--- src/rtl/uart_rx_deserializer_pkg.sv ---
// rtl/uart_rx_deserializer_pkg.sv - shared UART receiver types and defaults
package uart_rx_deserializer_pkg;

  // 50 MHz system clock at 57600 baud; the transmitter uses the same default
  localparam int DEFAULT_CLKS_PER_BIT = 868;

  typedef enum logic [2:0] {
    ST_IDLE      = 3'd0,
    ST_START     = 3'd1,
    ST_DATA      = 3'd2,
    ST_STOP      = 3'd3,
    ST_WAIT_IDLE = 3'd4
  } rx_state_t;

endpackage

--- src/rtl/uart_rx_deserializer_sync_2ff.sv ---
// rtl/uart_rx_deserializer_sync_2ff.sv - two-flop synchronizer, resets to line idle (1)
module uart_rx_deserializer_sync_2ff (
  input  logic clock,
  input  logic resetN,
  input  logic d,
  output logic q
);

  logic meta;

  // Two register stages; both preset high so a reset never looks like a start bit
  always_ff @(posedge clock) begin
    if (!resetN) begin
      meta <= 1'b1;
      q    <= 1'b1;
    end else begin
      meta <= d;
      q    <= meta;
    end
  end

endmodule

--- src/rtl/uart_rx_deserializer.sv ---
// rtl/uart_rx_deserializer.sv - 8N1 UART receiver with single-entry holding register
module uart_rx_deserializer
  import uart_rx_deserializer_pkg::*;
#(
  parameter int CLKS_PER_BIT = DEFAULT_CLKS_PER_BIT,
  parameter int DATA_BITS    = 8
) (
  input  logic                 clock,
  input  logic                 resetN,
  input  logic                 rx,
  input  logic                 rxRead,
  output logic [DATA_BITS-1:0] rxData,
  output logic                 rxValid,
  output logic                 overrun,
  output logic                 framingError
);

  localparam int CW = $clog2(CLKS_PER_BIT);
  localparam int IW = $clog2(DATA_BITS);

  localparam logic [CW-1:0] HALF_LAST = CW'(CLKS_PER_BIT / 2 - 1);
  localparam logic [CW-1:0] BIT_LAST  = CW'(CLKS_PER_BIT - 1);
  localparam logic [IW-1:0] IDX_LAST  = IW'(DATA_BITS - 1);

  logic                 rxS;
  rx_state_t            state;
  rx_state_t            state_next;
  logic [CW-1:0]        baud_cnt;
  logic [IW-1:0]        bit_idx;
  logic [DATA_BITS-1:0] shift_reg;
  logic                 cnt_clear;
  logic                 bit_strobe;
  logic                 stop_good;
  logic                 stop_bad;

  uart_rx_deserializer_sync_2ff u_sync (
    .clock  (clock),
    .resetN (resetN),
    .d      (rx),
    .q      (rxS)
  );

  // Next-state and per-cycle strobes; the baud counter restarts on every state change
  always_comb begin
    state_next = state;
    bit_strobe = 1'b0;
    stop_good  = 1'b0;
    stop_bad   = 1'b0;
    cnt_clear  = 1'b0;
    case (state)
      ST_IDLE: begin
        if (!rxS) state_next = ST_START;
      end
      ST_START: begin
        // Re-check the line half a bit in; a short low pulse is treated as noise
        if (baud_cnt == HALF_LAST) state_next = rxS ? ST_IDLE : ST_DATA;
      end
      ST_DATA: begin
        if (baud_cnt == BIT_LAST) begin
          bit_strobe = 1'b1;
          if (bit_idx == IDX_LAST) state_next = ST_STOP;
        end
      end
      ST_STOP: begin
        if (baud_cnt == BIT_LAST) begin
          if (rxS) begin
            stop_good  = 1'b1;
            state_next = ST_IDLE;
          end else begin
            stop_bad   = 1'b1;
            state_next = ST_WAIT_IDLE;
          end
        end
      end
      ST_WAIT_IDLE: begin
        // Hold here through a break so a long low line cannot start a new frame
        if (rxS) state_next = ST_IDLE;
      end
      default: state_next = ST_IDLE;
    endcase
    cnt_clear = (state_next != state) || bit_strobe;
  end

  // State register, baud counter and data bit index
  always_ff @(posedge clock) begin
    if (!resetN) begin
      state    <= ST_IDLE;
      baud_cnt <= '0;
      bit_idx  <= '0;
    end else begin
      state    <= state_next;
      baud_cnt <= cnt_clear ? '0 : baud_cnt + CW'(1);
      if (state != ST_DATA) bit_idx <= '0;
      else if (bit_strobe)  bit_idx <= bit_idx + IW'(1);
    end
  end

  // Assemble the frame LSB first, one bit per mid-bit sample
  always_ff @(posedge clock) begin
    if (!resetN) begin
      shift_reg <= '0;
    end else if (bit_strobe) begin
      shift_reg[bit_idx] <= rxS;
    end
  end

  // Holding register, read handshake, sticky overrun and framing pulse
  always_ff @(posedge clock) begin
    if (!resetN) begin
      rxData       <= '0;
      rxValid      <= 1'b0;
      overrun      <= 1'b0;
      framingError <= 1'b0;
    end else begin
      framingError <= stop_bad;
      if (stop_good) begin
        rxData  <= shift_reg;
        rxValid <= 1'b1;
        // A pop in the same cycle frees the slot, so only an unread byte is lost
        if (rxValid && !rxRead) overrun <= 1'b1;
      end else if (rxRead) begin
        rxValid <= 1'b0;
      end
    end
  end

endmodule
--- config.mk ---
export PLATFORM = sky130hd
export DESIGN_NAME = uart_rx_deserializer
export DESIGN_NICKNAME = d
export VERILOG_FILES = /design/src/rtl/uart_rx_deserializer_pkg.sv /design/src/rtl/uart_rx_deserializer_sync_2ff.sv /design/src/rtl/uart_rx_deserializer.sv
export SDC_FILE = /design/constraint.sdc
export NUM_CORES = 1
export LEC_CHECK = 0
export CAP_MARGIN = 20
export CORE_MARGIN = 1.5
export CORE_UTILIZATION = 61
export DETAILED_ROUTE_END_ITERATION = 8
export PLACE_DENSITY = 0.83
export SYNTH_ARGS = -nofsm -noshare
export SYNTH_HDL_FRONTEND = slang
export SYNTH_SLANG_ARGS = --single-unit
--- constraint.sdc ---
create_clock -name clock -period 4.85 [get_ports clock]
set_clock_uncertainty 0.1 [all_clocks]
set_input_delay 1.2125 -clock clock [delete_from_list [all_inputs] [get_ports clock]]
set_output_delay 1.2125 -clock clock [all_outputs]
set_load 0.01 [all_outputs]
Word level (Yosys, flattened, before mapping)
Cells that the tools add are included.

Reductions and logical operators: 10. Bitwise gates (word level): 1. Muxes and demuxes: 20. Add/subtract/negate cells: 2. Equality and inequality tests: 9. $lt $le $gt $ge: 2.

Operators with widths (number): $mux 3 (7); $pmux 3 s5 (1); $add 10x1->10 const B (1); $eq 10x10->1 const B (1); $eq 10x9->1 const B (1); $mux 1 (9); $bwmux 8 (1); $eq 3x2->1 const B (2); $eq 3x3->1 const B (2); $lt 3x4->1 const B (1); $reduce_or 2->1 (2); $add 3x1->3 const B (1); $demux 1 s3 (1); $eq 3x1->1 const B (1); $ge 3x1->1 const B (1); $logic_not 3->1 (1); $ne 3x2->1 const B (1); $ne 3x3->1 (1); $reduce_and 3->1 (1); $logic_and 1x1->1 (2); $mux 2 (1); $reduce_and 2->1 (1); $reduce_bool 2->1 (1); $logic_not 1->1 (1); other kinds (2) (2).

Output and inout bits: 11. Input bits: 4. Logic and storage cells: 54. Register bits after elaboration: 37.

Longest topological paths before layout
Gate-level depths: netlist (run 1).

Depth after elaboration: 7. Gate-level depth with buffers: 7. Mapped depth without buffers: 7.

By module
Synthesis (run 1) repeated with hierarchy kept, for this count alone.

Cell total of the unflattened synthesis: 183. Area total of the unflattened synthesis: 1670.4 um^2.

By module, submodules not included: uart_rx_deserializer (seq. area each 700.7 um^2, area each 1617.8 um^2, instances 1, cells each 179); uart_rx_deserializer_sync_2ff (seq. area each 40.0 um^2, area each 52.6 um^2, instances 1, cells each 4).

Worst setup path before layout (run 1)
OpenSTA, ideal clock, no wires.

Kind: register to register. Start point: reg baud_cnt[0]. End point: reg rxData[0]. Cell stages (with the launch flop): 8. Buffers on the path: 1. Path slack: 2878 ps. Arrival time: 1756 ps. Data required time: 4634 ps. Setup time: 116 ps. Period minus slack after synthesis: 1972 ps. Path through: dfxtp_1 -> ha_1 -> nand4bb_1 -> nor3_4 -> and3_4 -> buf_12 -> mux2i_1 -> nor2b_1.

Longest elaborated chain between the ends: 3.

Ends and longest elaborated chain: start: declaration (line uart_rx_deserializer.sv:28) `logic [CW-1:0] baud_cnt;`; start signal: assignment (line uart_rx_deserializer.sv:92) `baud_cnt <= cnt_clear ? '0 : baud_cnt + CW'(1);`; $eq 10x10->1 (line uart_rx_deserializer.sv:65) `if (baud_cnt == BIT_LAST) begin`; $mux 1 (line uart_rx_deserializer.sv:65); $mux 1 (line uart_rx_deserializer.sv:50) `case (state)`; end signal: assignment (line uart_rx_deserializer.sv:117) `rxData <= shift_reg;`; end: declaration (line uart_rx_deserializer.sv:12) `output logic [DATA_BITS-1:0] rxData,`.

No other way between the ends. A chain may end at the register's enable or synchronous reset.

Worst setup path after layout (run 1)
Start point: in resetN. End point: reg baud_cnt[3].

Longest elaborated chain between the ends: 2.

Ends and longest elaborated chain: start: declaration (line uart_rx_deserializer.sv:9) `input logic resetN,`; $not 1->1 (no line); $reduce_or 2->1 (no line).

No other way between the ends.

==> summary by stage, run 1 <==
Global routing
The wire length of the first global-routing pass is 5.64 mm. The via count of the first global-routing pass is ~1300. Global routing used a little under a quarter of the available tracks across all layers. The initial antenna violation count is 0. Entering global routing, the biggest net connects 28 pins.

The sum of overflow across all layers after global routing is 0.

Power and ir drop
The power density normalized to cell area is ~280 nW/µm². VDD sags by at most roughly 300 µV. After layout, the design draws a total of 0.556 mW. For this design the static power due to leakage is approximately 0.7 nW.

Routing
The count of antenna-violating nets left after detailed routing is 0. After detailed routing, the wire length on met1 is ~1.5 mm. The total met2 wirelength after detailed routing is approximately 1.4 mm.

The total via count in the routed design is ~1300. For this run, the detailed router's first-pass iteration total came to 4. Routed signal wires occupy layers up through met4. The post-detailed-route wirelength per cell is 13.6 µm. The post-route DRC violation count is 0. The detailed router finished its first iteration with 80 violations. The overall routed net length is approximately 3.2 mm. The routed via count divided by cell count is 5.71. The routed wire length on met3 is around 190 µm.

Worst hold path
The hold path startpoint is u_sync.meta. The type of the most critical hold path is register to register.

Yosys
The main flop type after synthesis is dfxtp_1. After synthesis the netlist holds a flip-flop and latch count of 37. The synthesized instance count is about 190. The average instance in the mapped netlist occupies 9.39 µm².

The Yosys step of the flow raised 0 warnings. The summed instance area of the synthesized netlist is approximately 1800 µm². The sequential area share after synthesis is between 40% and 50%. In this run, synthesis inferred 0 flip-flops with an integrated enable. In this run, distinct cell masters in the synthesized netlist total 40. The synthesized net count is 196.

After synthesis, the share of flip-flops with an asynchronous set or reset is 0%.

Placed design
The post-place instance area is ~1900 µm². Before CTS, the worst setup slack after placement is ~1.7 ns. The number of I/O port buffers is 14. After legalization and detailed placement, the total HPWL measured between 2 and 2.5 mm. At the end of routability-driven placement, the weighted congestion stood at just under 0.9.

Floorplanning
The top-level I/O count is 15. The die width is 56.8 µm. The core region is 2760 µm². The number of standard-cell rows in the floorplan is 19. The die span in y is 56.8 µm. The overall die area is about 3200 µm².

The initial standard-cell utilization of the core is 64.0%.

Clock network
Clock-pin slew was measured on the worst setup and hold paths at around 0.10 ns. The deepest level of the CTS H-tree is 2. Once the clock tree was built, the setup fixing pass inserted 0 buffers.

The maximum count of clock buffers along a single path is 2. The insertion delay to the later sink of the worst-skew pair is between 0.3 and 0.4 ns. The cell at the root of the clock tree is clkbuf_4. The number of gates given a new drive strength after cts is 0. The TritonCTS clock tree is built. The number of clock buffers added by TritonCTS is 5. The TritonCTS sink count is 37.

The hold-fix buffer count after cts is 0.

Timing
Derived from the worst setup path, the maximum achievable clock frequency is around 360 MHz. Counting I/O delays and the setup requirement, the final critical path takes between 2 and 3 ns. Setup slack on the critical path of the routed design comes to slightly above 2 ns. The count of endpoints failing hold in the final timing report came to 0. The count of final setup violators is 0. Setup repair after global routing left no endpoint under its margin. The number of max-slew violations in the final report was 0. In this run the tightest slew margin relative to its limit is between 40 and 50%. The slew at the pin with the worst max-slew slack is approximately 0.78 ns. The fraction of the cycle the final worst path needs is around three fifths.

Setup total negative slack on the finished layout was measured at 0 ns.

Cells and area
After routing the design area is just under 2000 µm². In the final layout, the share of cells above drive strength 1 is between 7 and 8%. The library cell used most frequently in the layout, excluding fill and tap cells, is dfxtp_1. The synthesis-to-finish area growth is 12.3%. The library cells used most frequently in the layout, excluding fill and tap cells, are dfxtp_1 (37), nor2_1 (21), nor2b_1 (19), mux2i_1 (18), nand2_1 (17).

The number of nets in the finished design is roughly 210. The utilization of the core after routing is 71.9%. The number of inserted diodes is 0. The register with the most flip-flops in the layout has 10 of them.

Worst setup path
In this run the worst path has a maximum fanout of 27. STA classifies the critical path startpoint as an input pin. The category of the critical setup timing path is input pin to register.

Data on the critical path is required at its endpoint by roughly 5.0 ns. The endpoint class of the critical path is a register. At the worst endpoint, the arrival time is between 2 and 3 ns. The launching point of the worst reg2reg path is baud_cnt[0]. The startpoint of the worst setup timing path is resetN.

Outcome
The run finished with clean final reports.

Flow run
The tool flagged a number of max-cap violations equal to 0.
## critical path, cell delays in order
cell,delay (ns)
clkdlybuf4s50_1,0.82
and3_1,0.40
a22oi_2,0.38
nor2_1,0.11
## synthesized netlist by cell type, types with 3 or more instances
cell / number / area (µm²)
clkbuf_1: 6 / 22.5
nor3_1: 4 / 20.0
nand4b_1: 3 / 26.3
xnor2_1: 4 / 35.0
xor2_1: 6 / 52.6
nor2_1: 21 / 78.8
nand2b_1: 3 / 18.8
nor3b_1: 5 / 37.5
ha_1: 4 / 50.1
nor2b_1: 19 / 119
nand4_1: 4 / 25.0
nand2_1: 17 / 63.8
dfxtp_1: 37 / 741
mux2i_1: 18 / 180
nand3_1: 4 / 20.0
inv_1: 5 / 18.8
## power by group
group          total (mW)  switching, mW  leakage [nW]  internal (mW)
Combinational      0.0204         0.0105         0.357        0.00993
Sequential          0.313        0.00552         0.299          0.308
Clock               0.222         0.0991        0.0455          0.123
## final cells by class
type	count	area, µm²
clock inverters	1	30.0
flip-flops and latches	37	741
fillers	213	776
multi-input cells	138	958
clock buffers	7	55.1
repair buffers	14	140
inverters	5	18.8
well taps	31	38.8
## metrics by stage
stage          std cells  hold slack, ns
5_1_grt              233           0.348
3_5_place_dp         225           0.301
4_1_cts              233           0.328
6_report             233           0.324
2_1_floorplan        188           0.286
3_3_place_gp         225           0.302
## metal layers
| layer | global-route usage [%] | vias up |
|---|---|---|
| met5 | 0 | - |
| met4 | 12.6 | 0 |
| met3 | 5.07 | 9 |
| met2 | 36.4 | 42 |
| met1 | 28.5 | 611 |
| li1 | - | 669 |
## path summary, 6_finish.rpt
check	end	slack, ns	depth (start not counted)
hold reg to reg	u_sync.q	0.32	1
hold / removal	u_sync.q	0.32	1
setup reg to reg	baud_cnt[3]	2.50	6
setup / recovery	baud_cnt[3]	2.04	4
## kinds of logic (layout without fill, tap and decap cells)
logic type,count (synthesis),in the layout,synth area share [%]
adder cells (fa/ha/maj),4,4,2.83
multiplexers,18,18,10.2
buffers and inverters,13,27,3.76
XOR/XNOR,10,10,4.96
flip-flops,37,37,42.0
AND/OR/NAND/NOR,95,95,31.5
AO/OA/AOI/OAI,11,11,4.75
Note: power is estimated with default switching activity, not from simulation.
==> run 2, diff against run 1 <==
- CORE_UTILIZATION: 61 -> 56
- PLACE_DENSITY: 0.83 -> 0.78
- clock period: 4.85 -> 2.9 ns (I/O delays scaled with it)
==> run 2 against run 1 <==
Effect of this change:
- cell count is 5.2% higher
- combinational power is 71% higher
- sequential share of layout area is 0.36 points higher
- critical path depth is 2 higher
- first-iteration DRC count is 26% higher
- worst setup slack worse by 1.4 ns
- largest power group unchanged
==> summary by stage, run 2 (same netlist as run 1, synthesis figures left out) <==
Outcome
Run status: completed (unchanged).

Global routing
The sum of overflow across all layers after global routing is 0 (unchanged). The via count of the first global-routing pass is 1243 (was 1317). The wire length of the first global-routing pass came to 5.62 mm (was 5.64 mm).

The pin count of the biggest net entering global routing was 26 (was 28). The initial antenna violation count was 0 (unchanged). The total global routing track utilization is 21.4% (was 22.8%).

Power and ir drop
The static leakage power came to 0.688 nW (was 0.702 nW). The internal portion of total power is 0.616 mW (was 0.441 mW). The share of power burned in combinational logic is 4.3% (was 3.7%).

The sequential power share is 65.3% (was 56.4%). The switching component of the power is 0.185 mW (was 0.115 mW). The relative contribution of the clock network to total power is 30.3% (was 40.0%). The worst IR drop on VDD is 306 µV (was 298 µV). The total power is 0.801 mW (was 0.556 mW).

The net switching share of the total power is 23.1% (was 20.7%). The power density normalized to cell area was 408 nW/µm² (was 280 nW/µm²).

Timing
The summed negative setup slack over all endpoints is 0 ns (unchanged). The number of max-slew violations in the final report is 0 (unchanged). The slew at the pin with the worst max-slew slack is 0.602 ns (was 0.779 ns). The worst path needs approximately 2.2 ns of the cycle, external delays included. Setup repair after global routing missed its margin: no (unchanged).

The worst max-slew margin expressed relative to the limit is 59.6% (was 47.9%). The count of endpoints failing hold in the final timing report is 0 (unchanged). The fraction of the cycle the final worst path needs is ~77%. For this run, the top clock speed supported by timing is between 400 and 500 MHz. The count of final setup violators came to 0 (unchanged).

Floorplanning
The top-level I/O count is 15 (unchanged). The die width is 59.1 µm (was 56.8 µm). The number of standard-cell rows in the floorplan was 20 (was 19). The initial standard-cell utilization of the core is 58.3% (was 64.0%). The placeable core area is 3030 µm² (was 2760 µm²). The overall die area is 3500 µm² (was 3230 µm²).

The die span in y is 59.1 µm (was 56.8 µm).

Placed design
The number of I/O port buffers is 14 (unchanged). The routability-driven placement congestion ratio came to 0.818 (was 0.865). The detailed placement HPWL is 2.26 mm (was 2.25 mm). The placed instance count is 239 (was 225). The post-place instance area is 1920 µm² (was 1900 µm²).

Worst hold path
The hold path startpoint is u_sync.meta (unchanged). The number of cells traversed by the worst hold path is 1 (unchanged). The type of the most critical hold path is register to register (unchanged). The hold-critical path endpoint is u_sync.q (unchanged).

Clock network
The TritonCTS clock tree is built (unchanged). The clock buffer count from CTS is 5 (unchanged). The insertion delay to the later sink of the worst-skew pair is 0.34 ns (about the same). The number of gates given a new drive strength after cts is 0 (unchanged). The cell at the root of the clock tree was clkbuf_4 (unchanged). The clock transition at the register clock pins on the worst setup and hold paths after CTS is 0.10 ns (about the same). The deepest level of the CTS H-tree is 2 (unchanged). The hold-fix buffer count after cts is 0 (unchanged). The number of setup buffers added after CTS is 0 (unchanged).

The maximum count of clock buffers along a single path is 2 (unchanged). The TritonCTS sink count is 37 (unchanged).

Cells and area
The multi-input logic area was 958 µm² (unchanged). The most frequent standard cell in the layout excluding fill and tap cells is dfxtp_1 (unchanged). The number of standard cells in the layout, taps in and fillers out was 245 (was 233). The synthesis-to-finish area growth is 11.2% (was 12.3%). The number of inserted diodes is 0 (unchanged). Commonest non-fill, non-tap cells in the layout: dfxtp_1 (37), nor2_1 (21), nor2b_1 (19), mux2i_1 (18), nand2_1 (17) (unchanged). The final standard cell area without fillers is 1960 µm² (was 1980 µm²). The total of fill cells in the finished design is 247 (was 213). The share of layout cells above drive strength 1 is 7.46% (was 7.43%). The area taken by flip-flops and latches is 741 µm² (unchanged). The number of nets in the finished design is 210 (was 209). The flip-flop count of the largest register, all copies and words added is 10 (unchanged).

Worst setup path
The signal arrival time at the worst endpoint is 2.36 ns (was 2.93 ns). The launching point of the worst reg2reg path is baud_cnt[0] (unchanged). The category of the critical setup timing path is register to register (was input pin to register).

The number of cell instances on the worst register-to-register path is 6 (unchanged). The startpoint class of the critical path is a register (was input pin). The endpoint class of the critical path is a register (unchanged). The largest fanout of any net on the critical path came to 10 (was 27). The worst endpoint required time is 3.01 ns (was 4.97 ns).

The worst reg2reg path endpoint is baud_cnt[2] (was baud_cnt[3]). The minimum setup slack among reg-to-reg paths is 0.65 ns (was 2.50 ns).

Routing
The first-pass iteration count of the detailed router is 4 (unchanged). The total via count in the routed design came to 1343 (was 1331). The post-detailed-route wirelength per cell is 13.0 µm (was 13.6 µm).

The count of antenna-violating nets left after detailed routing is 0 (unchanged). The routed via count divided by cell count is 5.48 (was 5.71). The post-route DRC violation count came to 0 (unchanged). The iteration-0 DRC count of the detailed router came to 101 (was 80). The overall routed net length is 3.19 mm (was 3.17 mm).

Flow run
The number of max-capacitance violations reported was 0 (unchanged).
run 2: through the flow:
step	hold WS, ns	setup slack [ns]	util (%)
4_1_cts	0.332	0.647	64.8
3_3_place_gp	0.292	0.787	63.4
3_5_place_dp	0.302	0.643	63.4
6_report	0.337	0.654	64.8
2_1_floorplan	0.286	0.928	-
5_1_grt	0.371	0.469	64.8
run 2: power by group through the flow:
stage / Combinational, mW / Clock [mW] / Sequential (mW)
after detailed placement: 0.0354 / 0 / 0.535
after CTS: 0.0357 / 0.247 / 0.524
after floorplan: 0.0246 / 0 / 0.532
after global routing: 0.0405 / 0.267 / 0.526
after global placement: 0.0327 / 0 / 0.534
final: 0.0348 / 0.243 / 0.524
run 2: worst max path at each step:
stage                     depth (start not counted)        start           to
after global routing                              6  baud_cnt[0]  baud_cnt[0]
after detailed placement                          6  baud_cnt[0]  baud_cnt[8]
final                                             6  baud_cnt[0]  baud_cnt[2]
after CTS                                         6  baud_cnt[0]  baud_cnt[8]
after floorplan                                   7  baud_cnt[0]    rxData[0]
after global placement                            6  baud_cnt[0]  baud_cnt[0]
run 2: layer usage:
metal / track usage, % / routed length, µm
met1: 27.1 / 1460
met2: 34.3 / 1530
met3: 6.55 / 155
met4: 7.79 / 50
met5: 0 / 0
run 2: worst max-delay path: stages, from the launching register on:
cell and delay, ns:
dfxtp_1 0.41, ha_1 0.24, nand4bb_1 0.23, nor3_4 0.45, nand4b_1 0.17, a22oi_2 0.43
nor2_1 0.10
run 2: cell type report:
type,count,share of cell area [%]
clock buffers,5,1.91
clock inverters,1,0.255
inverters,5,0.956
multi-input cells,138,48.8
flip-flops and latches,37,37.7
well taps,44,2.80
repair buffers,15,7.52
